`src/rtl/io_bus_arbiter_pkg.sv`:
```
// io_bus_arbiter_pkg
//   Shared constants and types for the I/O bus arbiter.
//   - Default byte base addresses of the two device windows.
//   - Window size in bytes (three 32-bit registers per device).
//   - Response FSM state encoding.
package io_bus_arbiter_pkg;

  localparam logic [31:0] DEV0_BASE_DEF = 32'h0000_7F00;
  localparam logic [31:0] DEV1_BASE_DEF = 32'h0000_7F10;
  localparam logic [31:0] WIN_BYTES     = 32'd12;

  typedef enum logic {
    S_IDLE = 1'b0,
    S_RESP = 1'b1
  } state_t;

endpackage

```
`src/rtl/io_addr_decode.sv`:
```
// io_addr_decode
//   Combinational window decode of a 30-bit word address.
//   Ports:
//     addr  in  30  word address (byte address [31:2])
//     sel0  out 1   address falls in device 0 window
//     sel1  out 1   address falls in device 1 window
module io_addr_decode
  import io_bus_arbiter_pkg::*;
#(
  parameter logic [31:0] DEV0_BASE = DEV0_BASE_DEF,
  parameter logic [31:0] DEV1_BASE = DEV1_BASE_DEF
) (
  input  logic [29:0] addr,
  output logic        sel0,
  output logic        sel1
);

  logic [31:0] byte_addr;

  assign byte_addr = {addr, 2'b00};
  assign sel0 = (byte_addr >= DEV0_BASE) && (byte_addr < DEV0_BASE + WIN_BYTES);
  assign sel1 = (byte_addr >= DEV1_BASE) && (byte_addr < DEV1_BASE + WIN_BYTES);

endmodule

```
`src/rtl/io_bus_arbiter.sv`:
```
// io_bus_arbiter
//   Shares the memory-mapped I/O bus between the CPU memory stage and a
//   secondary (debug/DMA) master. The CPU has priority; a starvation counter
//   forces a one-cycle memory-stage stall so the secondary master progresses.
//   Ports:
//     Clk, Reset                      clock, synchronous active-high reset
//     cpu_Req/Addr/WE/WD, cpu_RD      CPU access, same-cycle read data
//     Stall_M                         freeze memory stage this cycle
//     m2_Req/Addr/WE/WD               secondary request, held until granted
//     m2_Gnt                          one-cycle grant, access executes now
//     m2_RD, m2_Valid                 registered read data, valid next cycle
//     dev_Addr, dev_WD                word offset and write data to devices
//     dev0_WE, dev1_WE                per-device write strobes
//     dev0_RD, dev1_RD                combinational device read data
module io_bus_arbiter
  import io_bus_arbiter_pkg::*;
#(
  parameter logic [31:0] DEV0_BASE = DEV0_BASE_DEF,
  parameter logic [31:0] DEV1_BASE = DEV1_BASE_DEF,
  parameter int unsigned MAX_WAIT  = 8
) (
  input  logic        Clk,
  input  logic        Reset,
  input  logic        cpu_Req,
  input  logic [29:0] cpu_Addr,
  input  logic        cpu_WE,
  input  logic [31:0] cpu_WD,
  output logic [31:0] cpu_RD,
  output logic        Stall_M,
  input  logic        m2_Req,
  input  logic [29:0] m2_Addr,
  input  logic        m2_WE,
  input  logic [31:0] m2_WD,
  output logic        m2_Gnt,
  output logic [31:0] m2_RD,
  output logic        m2_Valid,
  output logic [1:0]  dev_Addr,
  output logic [31:0] dev_WD,
  output logic        dev0_WE,
  output logic        dev1_WE,
  input  logic [31:0] dev0_RD,
  input  logic [31:0] dev1_RD
);

  localparam logic [7:0] MAX_WAIT_C = 8'(MAX_WAIT);

  state_t      state_reg, state_next;
  logic [7:0]  wait_cnt_reg, wait_cnt_next;
  logic [31:0] m2_rd_reg;

  logic        cpu_own, m2_own, any_own;
  logic [29:0] own_addr;
  logic        own_we;
  logic [31:0] own_wd;
  logic        sel0, sel1;
  logic [31:0] rd_mux;
  logic        m2_read_gnt;

  // Ownership. Everything is gated by Reset so nothing is granted or
  // strobed in a reset cycle.
  always_comb begin
    Stall_M  = !Reset && m2_Req && (wait_cnt_reg == MAX_WAIT_C);
    cpu_own  = !Reset && cpu_Req && !Stall_M;
    m2_own   = !Reset && m2_Req && !cpu_own;
    any_own  = cpu_own || m2_own;
    own_addr = '0;
    own_we   = 1'b0;
    own_wd   = '0;
    if (cpu_own) begin
      own_addr = cpu_Addr;
      own_we   = cpu_WE;
      own_wd   = cpu_WD;
    end else if (m2_own) begin
      own_addr = m2_Addr;
      own_we   = m2_WE;
      own_wd   = m2_WD;
    end
  end

  io_addr_decode #(
    .DEV0_BASE (DEV0_BASE),
    .DEV1_BASE (DEV1_BASE)
  ) u_decode (
    .addr (own_addr),
    .sel0 (sel0),
    .sel1 (sel1)
  );

  always_comb begin
    rd_mux = 32'h0;
    if (any_own && sel0) begin
      rd_mux = dev0_RD;
    end else if (any_own && sel1) begin
      rd_mux = dev1_RD;
    end
  end

  // Word offset within a window is byte address bits [3:2], i.e. word
  // address bits [1:0].
  assign dev_Addr    = own_addr[1:0];
  assign dev_WD      = own_wd;
  assign dev0_WE     = any_own && own_we && sel0;
  assign dev1_WE     = any_own && own_we && sel1;
  assign cpu_RD      = cpu_own ? rd_mux : 32'h0;
  assign m2_Gnt      = m2_own;
  assign m2_read_gnt = m2_own && !m2_WE;
  assign m2_RD       = m2_rd_reg;
  assign m2_Valid    = (state_reg == S_RESP);

  always_comb begin
    state_next = m2_read_gnt ? S_RESP : S_IDLE;
  end

  // Counter saturates at MAX_WAIT; the grant it forces clears it, so the
  // stall lasts one cycle per starvation episode.
  always_comb begin
    wait_cnt_next = wait_cnt_reg;
    if (!m2_Req || m2_own) begin
      wait_cnt_next = 8'd0;
    end else if (wait_cnt_reg < MAX_WAIT_C) begin
      wait_cnt_next = wait_cnt_reg + 8'd1;
    end
  end

  always_ff @(posedge Clk) begin
    if (Reset) begin
      state_reg    <= S_IDLE;
      wait_cnt_reg <= 8'd0;
      m2_rd_reg    <= 32'h0;
    end else begin
      state_reg    <= state_next;
      wait_cnt_reg <= wait_cnt_next;
      if (m2_read_gnt) begin
        m2_rd_reg <= rd_mux;
      end
    end
  end

endmodule
```
`config.mk`:
```
export PLATFORM = sky130hd
export DESIGN_NAME = io_bus_arbiter
export DESIGN_NICKNAME = d
export VERILOG_FILES = /design/src/rtl/io_bus_arbiter_pkg.sv /design/src/rtl/io_addr_decode.sv /design/src/rtl/io_bus_arbiter.sv
export SDC_FILE = /design/constraint.sdc
export NUM_CORES = 1
export LEC_CHECK = 0
export CAP_MARGIN = 20
export CORE_AREA = 2 2 115 117
export CTS_BUF_LIST = sky130_fd_sc_hd__clkbuf_2
export DETAILED_ROUTE_END_ITERATION = 7
export DIE_AREA = 0 0 117 119
export HOLD_SLACK_MARGIN = 0.06
export PLACE_DENSITY = 0.66
export SYNTH_ARGS = -nofsm -noshare
export SYNTH_HDL_FRONTEND = slang
export SYNTH_SLANG_ARGS = --single-unit
```
`constraint.sdc`:
```
create_clock -name Clk -period 1.82 [get_ports Clk]
set_input_delay 0.182 -clock Clk [delete_from_list [all_inputs] [get_ports Clk]]
set_output_delay 0.182 -clock Clk [all_outputs]
set_load 0.01 [all_outputs]
```
==> results.cfg, run 1 <==
[synthesis]
synth_top_cell_by_area = dfxtp_1
synth.most_common_cell = nand2_1
syn_inst = 336
ys.warnings.count = 0
synthDistinctLibCells = 37
synth_ff_type = dfxtp_1
synth-edff-count = 0
syn_area_mm2 = 0.00258
syn-mean-instance-area_um2 = 7.68
ys_top_cells_by_count = nand2_1 (70), nor2_1 (42), dfxtp_1 (41)
synthArstFlopShare = 0
ys_seq_area_frac = 0.318
yosysTopAreaCellShare = 0.318
syn-num-nets = 532
ys_seq_elements = 41
ys_top_cells_by_area = dfxtp_1 (32%), mux2i_1 (13%), o2bb2ai_1 (11%)

[grt]
global_route.usage.total = 0.229
grt_max_degree = 35
overflow = 0
grt_pass1_wl_mm = 24.5
grt_pass1_vias = 4654
antenna_found_initial = 1

[die]
rows = 42
start_util = 0.200
dieArea_mm2 = 0.0139
io_pins = 297
die_y_um = 119
coreArea_mm2 = 0.0129
die_x_um = 117

[timing]
finalCritPeriodShare = 1.43
finalCriticalPeriod_ns = 2.61
fmax_mhz = 383
max_slew_margin = 0.641
worst_slew_pin_slew_ns = 0.534
setup_viol_count_final = 104
timing.hold.ws_ns = 0.488
tns_ns = -49.82
fin_ws_ns = -0.791
skew_ns = 0.0446
finalMaxSlewViolations = 0
rsz0062_at_grt = true
hold_viol = 0

[clock_tree]
clk_pin_slew_worst_paths_ns = 0.24
clk_latency_ns = 0.43
numCtsBuffers = 5
tritoncts = built
htreeDepth = 2
ctsHoldBuffers = 0
clock_sinks = 41
cts_root_buf = clkbuf_2
cts_max_path_buffers = 2

[final_layout]
largest_register_ffs = 32
drive_gt1_frac = 0.520
final_cells = 924
diodes = 0
fin_nets = 943
area_growth_syn_to_layout_pct = 227

[placed_design]
io_buffer_count = 296
dp_hpwl_mm = 10.7
place.gp.congestion = 0.810
placed_cells = 841

[worst_setup_path]
start_kind = register
worstSetupPathType = register to output pin
cp_num_buf_inv = 5
critical_path.slowest_cell = dfxtp_2
critPathRequiredTime_ns = 1.64
cp_max_fo = 6
critPathMaxStageDelay_ns = 0.38
arrival_ns = 2.43
crit_family = buffers and inverters
end_kind = output pin
worstPathCellList = inv_2 > ha_4 > a41oi_4 > mux2i_4 > buf_6 > buf_16 > buf_12 > mux2i_4 > nor2_4 > buf_6

[drt]
drt-total-wl_mm = 18.1
viasPerCell = 4.70
drcViolationCount = 0
drt-initial-drc-count = 155
dr.pass1.iters = 4
ant_nets = 0
routedWlPerCell_um = 19.6
vias = 4347

[power]
power.share.sequential = 0.282
switching_share = 0.293
powerDensity_mw_per_mm2 = 380
p_comb_frac = 0.493
pwr-share-clk = 0.225
power_leakage_nw = 3.39
p_switching_mw = 0.940
peakVddDrop_mv = 0.295
internal-power_mw = 2.27

[run_status]
violations = setup timing
status = finished, violations left

[hold_path]
hold_path.class = register to register

[flow_run]
maxCapViolations = 0
through the flow:
step | utilization | area (um^2) | power (mW) | setup WS, ns
after floorplan | - | 2630 | 1.17 | -0.163
after CTS | 0.589 | 7580 | 3.02 | -0.791
after detailed placement | 0.480 | 6180 | 1.85 | -0.976
final | 0.656 | 8450 | 3.21 | -0.791
after global placement | 0.480 | 6180 | 1.84 | -0.946
after global routing | 0.656 | 8450 | 3.34 | -0.932
worst reg2reg max path: stages, from the launching register on:
cell and delay [ns]:
dfxtp_2 0.38, nor4_4 0.25, buf_4 0.17, a41oi_4 0.13, mux2i_4 0.23, buf_6 0.15, buf_16 0.15, buf_12 0.13
mux2i_4 0.17, buf_4 0.14, buf_6 0.10, buf_6 0.10, buf_4 0.12, o2bb2ai_2 0.09
what timing repair did:
action	4_1_cts	5_1_grt
gates resized for setup	519	158
cloned	15	2
pin swaps	34	44
endpoints found under the setup margin	102	108
buffers inserted	70	27
cells by family after synthesis:
kind of cell	after synthesis	synth area share
simple gates	151	0.266
compound gates	77	0.211
flops	41	0.318
mux	34	0.137
buf+inv	29	0.0514
xor+xnor	2	0.00679
fa+ha+maj	2	0.00970
metal layers:
layer | global-route usage | vias up | wire length [um] | share of wire
met5 | 0 | - | 13 | 0.00072
met4 | 0.0794 | 2 | 605 | 0.033
met3 | 0.0580 | 44 | 1330 | 0.073
met2 | 0.437 | 199 | 9690 | 0.54
met1 | 0.236 | 2065 | 6440 | 0.36
li1 | - | 2037 | - | -
power groups by stage:
stage | Combinational [mW] | Sequential [mW] | Clock (mW)
6_report | 1.58 | 0.904 | 0.722
2_1_floorplan | 0.250 | 0.921 | 0
4_1_cts | 1.38 | 0.904 | 0.740
3_5_place_dp | 0.930 | 0.920 | 0
3_3_place_gp | 0.919 | 0.920 | 0
5_1_grt | 1.65 | 0.905 | 0.782
placed cells by master, fill, tap and decap left out, types with 3 or more instances in the layout:
cell	n
o2bb2ai_4	6
nand2_4	16
dfxtp_2	4
nor4_1	5
a21oi_1	3
buf_6	70
nor2_4	14
o21ai_1	3
nor3_1	3
dfxtp_1	37
and3_4	3
nor2_1	16
nand2_1	38
buf_16	13
mux2i_4	32
clkdlybuf4s50_1	226
buf_2	53
nor2_2	12
nand2_2	15
nand4_1	4
nand3_1	4
buf_12	13
clkbuf_2	5
o21ai_4	4
buf_4	49
o21ai_2	27
buf_8	4
o2bb2ai_2	25
nor2b_2	3
layout make-up:
class | count | area [um^2]
clock buffer | 5 | 25.0
clock inverter | 3 | 68.8
fill | 966 | 4430
inverter | 3 | 11.3
multi-input combinational | 266 | 2890
sequential | 41 | 826
tap | 176 | 220
timing repair buffer | 430 | 4410
worst paths after layout:
path,slack (ns),end,start,cells after the start
worst max-delay path,-0.79,cpu_RD[5],wait_cnt_reg[1],10
worst min-delay path,0.49,m2_RD[10],m2_RD[10],1
worst max register to register,-0.52,m2_RD[6],wait_cnt_reg[7],13
worst min register to register,0.49,m2_RD[10],m2_RD[10],1
No activity file was read; power rests on OpenSTA's default activity.
==> run 2, diff against run 1 <==
--- a/config.mk
+++ b/config.mk
@@ -11,7 +11,8 @@
 export DETAILED_ROUTE_END_ITERATION = 7
 export DIE_AREA = 0 0 117 119
 export HOLD_SLACK_MARGIN = 0.06
-export PLACE_DENSITY = 0.66
+export PLACE_DENSITY = 0.67
+export SLEW_MARGIN = 20
 export SYNTH_ARGS = -nofsm -noshare
 export SYNTH_HDL_FRONTEND = slang
 export SYNTH_SLANG_ARGS = --single-unit
==> run 2 against run 1 <==
  * The flow still finishes with violations (setup timing)
  * Via count down 11%
  * First-iteration DRC count fell by 17%
  * Cell area fell by 23%
  * Sequential share of layout area increased by 2.9 points
  * Sequential cell count unchanged
  * Clock-buffer cell count unchanged
  * Critical endpoint is now cpu_RD[17]
==> results.cfg, run 2 (synthesis gave the netlist of run 1 again) <==
[hold_path]
hold_path.class = register to register
min_path_cells = 1

[die]
coreArea_mm2 = 0.0129
die_x_um = 117
dieArea_mm2 = 0.0139
rows = 42
die_y_um = 119
start_util = 0.200
io_pins = 297

[worst_setup_path]
crit_path_start = wait_cnt_reg[1]
rr_endpoint = m2_RD[30]
end_kind = output pin
arrival_ns = 2.71
rr_startpoint = wait_cnt_reg[1]
worstSetupPathType = register to output pin
critPathRequiredTime_ns = 1.64
crit_end = cpu_RD[17]
start_kind = register
cp_max_fo = 25
rr_worst_depth = 11
reg2reg_slack_ns = -0.41

[timing]
skew_ns = 0.0182
fin_ws_ns = -1.07
max_slew_margin = 0.635
setup_viol_count_final = 103
fmax_mhz = 346
finalCritPeriodShare = 1.59
timing.hold.ws_ns = 0.477
finalMaxSlewViolations = 0
hold_viol = 0
finalCriticalPeriod_ns = 2.89
worst_slew_pin_slew_ns = 0.542
tns_ns = -66.28
rsz0062_at_grt = true

[final_layout]
largest_register_ffs = 32
area_growth_syn_to_layout_pct = 152
fin_nets = 883
multi_input_area_mm2 = 0.00185
drive_gt1_frac = 0.251
fillers = 1237
final-seq-area_um2 = 825
layout_common_cells = clkdlybuf4s50_1 (249), nand2_1 (67), buf_4 (62), nor2_1 (38), dfxtp_1 (38)
final_area_mm2 = 0.00650
final_common_cell = clkdlybuf4s50_1

[drt]
drt-total-wl_mm = 13.2
route.met2.wl_mm = 6.98
dr_wl_met3_mm = 1.11
vias = 3860
m1WireLength_mm = 4.90
drcViolationCount = 0
dr.pass1.iters = 4
top_layer = met5
ant_nets = 0
routedWlPerCell_um = 15.3
drt-initial-drc-count = 129
viasPerCell = 4.46

[grt]
antenna_found_initial = 2
overflow = 0
global_route.usage.total = 0.177
grt_max_degree = 52
grt_pass1_wl_mm = 19.5
grt_pass1_vias = 3941

[clock_tree]
clk_latency_ns = 0.40
numCtsBuffers = 5
cts_max_path_buffers = 2
clock_sinks = 41
tritoncts = built
htreeDepth = 2
clk_pin_slew_worst_paths_ns = 0.20
cts_root_buf = clkbuf_2

[power]
peakVddDrop_mv = 0.212
power_leakage_nw = 2.70
powerDensity_mw_per_mm2 = 373

[placed_design]
io_buffer_count = 296
dp_hpwl_mm = 10.8
place.gp.congestion = 0.799
placed_cell_area_mm2 = 0.00622

[flow_run]
maxCapViolations = 0

[run_status]
violations = setup timing
status = finished, violations left
-- run 2: changes by cell type in the layout (fill, tap and decap cells not counted), sizes merged, moves of 3 or more --
| cell | delta |
|---|---|
| buf | -104 |
| dlygate4sd2 | +6 |
| clkdlybuf4s50 | +23 |
| clkdlybuf4s15 | +13 |
| dlymetal6s2s | +3 |
-- run 2: through the flow --
stage / util / worst slack [ns] / total power, mW / cells
after detailed placement: 0.483 / -0.950 / 1.87 / 847
after global routing: 0.505 / -1.25 / 2.56 / 865
final: 0.505 / -1.07 / 2.43 / 865
after CTS: 0.496 / -1.10 / 2.43 / 862
after floorplan: - / -0.163 / 1.17 / 336
after global placement: 0.483 / -0.899 / 1.85 / 847
-- run 2: routing by layer --
metal	GRT usage	vias up
met4	0.0471	2
met1	0.189	1779
met2	0.337	164
met5	0	-
met3	0.0453	19
li1	-	1896
-- run 2: what timing repair did --
item	4_1_cts	5_1_grt
gates cloned	1	0
gates resized for setup	187	49
setup buffers	6	3
pin swaps	5	2
endpoints found under the setup margin	106	106
hold buffers	0	0
hold endpoints to repair	0	0
-- run 2: report_power, final --
| part | switching [mW] | leakage [nW] | internal (mW) |
|---|---|---|---|
| logic | 0.341 | 2.33 | 0.647 |
| registers | 0.00101 | 0.332 | 0.902 |
| clock network | 0.308 | 0.0366 | 0.227 |
| total | 0.650 | 2.70 | 1.78 |
-- run 2: cell type report --
| type | instances | area share |
|---|---|---|
| Timing Repair Buffer | 370 | 0.542 |
| Multi-Input combinational cell | 266 | 0.285 |
| Sequential cell | 41 | 0.127 |
| Tap cell | 176 | 0.0339 |
| Clock inverter | 3 | 0.00635 |
| Clock buffer | 5 | 0.00385 |
| Inverter | 3 | 0.00173 |
| Antenna cell | 1 | 0.000385 |
-- run 2: how the worst min path moves through the flow --
| stage | start | end | slack, ns |
|---|---|---|---|
| floorplan | m2_WE | m2_Valid | 0.26 |
| global placement | m2_RD[27] | m2_RD[27] | 0.44 |
| detailed placement | m2_RD[29] | m2_RD[29] | 0.45 |
| CTS | m2_WE | m2_Valid | 0.44 |
| global route | m2_WE | m2_Valid | 0.44 |
| finish | m2_RD[29] | m2_RD[29] | 0.48 |
-- run 2: critical path: stages (launching register included) --
cell and delay (ns):
dfxtp_2 0.38, inv_2 0.05, ha_4 0.16, a41oi_4 0.31
mux2i_4 0.32, buf_12 0.24, mux2i_1 0.28, nor2_1 0.07
clkdlybuf4s50_1 0.49
==> run 3, diff against run 2 <==
--- a/config.mk
+++ b/config.mk
@@ -6,13 +6,14 @@
 export NUM_CORES = 1
 export LEC_CHECK = 0
 export CAP_MARGIN = 20
-export CORE_AREA = 2 2 115 117
+export CORE_AREA = 2 2 116 118
 export CTS_BUF_LIST = sky130_fd_sc_hd__clkbuf_2
 export DETAILED_ROUTE_END_ITERATION = 7
-export DIE_AREA = 0 0 117 119
+export DIE_AREA = 0 0 118 120
 export HOLD_SLACK_MARGIN = 0.06
 export PLACE_DENSITY = 0.67
 export SLEW_MARGIN = 20
 export SYNTH_ARGS = -nofsm -noshare
 export SYNTH_HDL_FRONTEND = slang
+export SYNTH_HIERARCHICAL = 1
 export SYNTH_SLANG_ARGS = --single-unit
==> run 3 against run 2 <==
  * The run still ends with setup timing left
  * Power fell by 3.2%
  * Maximum frequency fell by 33%
  * Synthesized cell count fell by 2.1%
  * Register-to-register slack got worse by 1.6 ns
  * Sequential share of layout area fell by 0.93 points
  * Combinational power rose by 1%
  * Non-clock buffer count rose by 26
  * Synthesized area rose by 6.6%
  * Worst hold slack improved by 0.021 ns
  * Clock skew rose by 0.019 ns
  * Largest cell class unchanged
  * Highest routed layer is now met4
==> results.cfg, run 3 <==
[run_status]
status = finished, violations left
violations = setup timing

[drt]
viasPerCell = 4.90
drt-initial-drc-count = 149
ant_nets = 0
drt-total-wl_mm = 17.2
dr.pass1.iters = 4
drcViolationCount = 0
vias = 4283
routedWlPerCell_um = 19.6

[timing]
fmax_mhz = 233
hold_viol = 0
setup_viol_count_final = 109
finalCriticalPeriod_ns = 4.29
tns_ns = -188.12
finalMaxSlewViolations = 0
max_slew_margin = 0.696
worst_slew_pin_slew_ns = 0.455
skew_ns = 0.0373
finalCritPeriodShare = 2.36
rsz0062_at_grt = true
fin_ws_ns = -2.47

[grt]
grt.busiest_layer = met2
global_route.usage.total = 0.227
grt_pass1_wl_mm = 24.8
overflow = 0
grtUsageMet3 = 0.0566
grt_pass1_vias = 4426
met1_usage = 0.238
use_met2 = 0.435
grt_max_degree = 33
antenna_found_initial = 6

[clock_tree]
cts_max_path_buffers = 2
htreeDepth = 2
clk_latency_ns = 0.40
clock_sinks = 41
cts_root_buf = clkbuf_2
tritoncts = built
clk_pin_slew_worst_paths_ns = 0.23
numCtsBuffers = 5

[power]
internal-power_mw = 1.65
power.share.sequential = 0.400
pwr-share-clk = 0.175
powerDensity_mw_per_mm2 = 336
peakVddDrop_mv = 0.215
p_comb_frac = 0.425
power_leakage_nw = 2.70
p_switching_mw = 0.696
switching_share = 0.296

[hold_path]
hold_path.class = register to register
min_path_cells = 1

[synthesis]
syn-mean-instance-area_um2 = 8.36
ys_seq_elements = 41
syn_area_mm2 = 0.00275
ys_top_cells_by_area = dfxtp_1 (30%), a22o_1 (20%), a211oi_1 (8.7%)
syn_inst = 329
synth.most_common_cell = a22o_1
synthArstFlopShare = 0
syn-num-nets = 525
ys_top_cells_by_count = a22o_1 (62), dfxtp_1 (41), nor2_1 (39)
synthDistinctLibCells = 34
synth-edff-count = 0
ys_seq_area_frac = 0.298
synth_ff_type = dfxtp_1
yosysTopAreaCellShare = 0.298
ys.warnings.count = 6
synth_top_cell_by_area = dfxtp_1

[placed_design]
placed_cells = 828
io_buffer_count = 296
dp_hpwl_mm = 12.6
place.gp.congestion = 0.970
placed_cell_area_mm2 = 0.00636

[flow_run]
maxCapViolations = 0

[worst_setup_path]
crit_path_frequent_cell = buf_6
end_kind = output pin
cp_max_fo = 16
reg2reg_slack_ns = -2.02
crit_family = simple AND/OR/NAND/NOR gates
critical_path.slowest_cell = or4_4
worstPathCellList = or4_4 > or3_4 > buf_4 > buf_6 > a21oi_4 > buf_12 > buf_6 > a22o_1 > and4bb_2 > nand4_1 > buf_4 > nor3_4 > buf_6 > nor3b_4 > buf_6 > a22oi_2 > nor2_1 > clkdlybuf4s15_1
cp.depth = 18
rr_worst_depth = 19
critPathMaxStageDelay_ns = 0.53
critPathRequiredTime_ns = 1.64
arrival_ns = 4.10
cp_num_buf_inv = 8
start_kind = register
worstSetupPathType = register to output pin

[final_layout]
area_growth_syn_to_layout_pct = 154
fin_nets = 887
layout_common_cells = clkdlybuf4s50_1 (226), buf_4 (69), a22o_1 (60), buf_2 (55), dfxtp_1 (40)
fillers = 1196
largest_register_ffs = 32
final_cells = 874
final_common_cell = clkdlybuf4s50_1
drive_gt1_frac = 0.390
final_area_mm2 = 0.00700
final_core_util = 0.539

[die]
coreArea_mm2 = 0.0130
rows = 42
die_y_um = 120
io_pins = 297
die_x_um = 118
start_util = 0.212
dieArea_mm2 = 0.0142
run 3: area by class of cell:
class	instances	area, um^2	share of cell area
Timing Repair Buffer	396	3760	0.538
Multi-Input combinational cell	243	2120	0.303
Sequential cell	41	822	0.118
Tap cell	176	220	0.0315
Clock buffer	5	25.0	0.00358
Clock inverter	3	17.5	0.00250
Inverter	4	15.0	0.00215
Antenna cell	6	15.0	0.00215
run 3: metrics by stage:
stage	hold WS (ns)	power (mW)	worst slack (ns)
final	0.498	2.35	-2.47
after global routing	0.494	2.46	-2.65
after CTS	0.486	2.37	-2.43
after detailed placement	0.439	1.89	-2.37
after global placement	0.433	1.88	-2.23
after floorplan	0.357	1.23	-1.87
run 3: power groups by stage:
stage	Clock, mW	Combinational, mW	Sequential [mW]
2_1_floorplan	0	0.266	0.967
3_3_place_gp	0	0.928	0.955
3_5_place_dp	0	0.934	0.955
4_1_cts	0.430	0.998	0.938
5_1_grt	0.465	1.05	0.943
6_report	0.410	0.999	0.939
run 3: repair_timing:
| item | 4_1_cts | 5_1_grt |
|---|---|---|
| hold buffers | 0 | 0 |
| gates resized for setup | 296 | 89 |
| pin swaps | 10 | 26 |
| cloned | 5 | 3 |
| buffers inserted | 20 | 13 |
| endpoints found under the setup margin | 107 | 108 |
run 3: worst paths after layout:
kind | start | to
worst max-delay path | wait_cnt_reg[6] | cpu_RD[6]
worst min-delay path | wait_cnt_reg[7] | wait_cnt_reg[7]
worst max register to register | wait_cnt_reg[6] | m2_RD[18]
worst min register to register | wait_cnt_reg[7] | wait_cnt_reg[7]
run 3: cells by family (layout without fill, tap and decap cells):
group	after synthesis	count (layout)	share of synthesized area
compound gates	168	168	0.458
xor+xnor	2	2	0.00637
fa+ha+maj	2	2	0.00910
buf+inv	45	408	0.0942
flops	41	41	0.298
other cells	0	6	0
simple gates	71	71	0.134
run 3: layer usage:
layer  vias up  wire length, um
li1       2013                -
met1      2021             6200
met2       224             9260
met3        25             1270
met4         0              434
met5         -                0
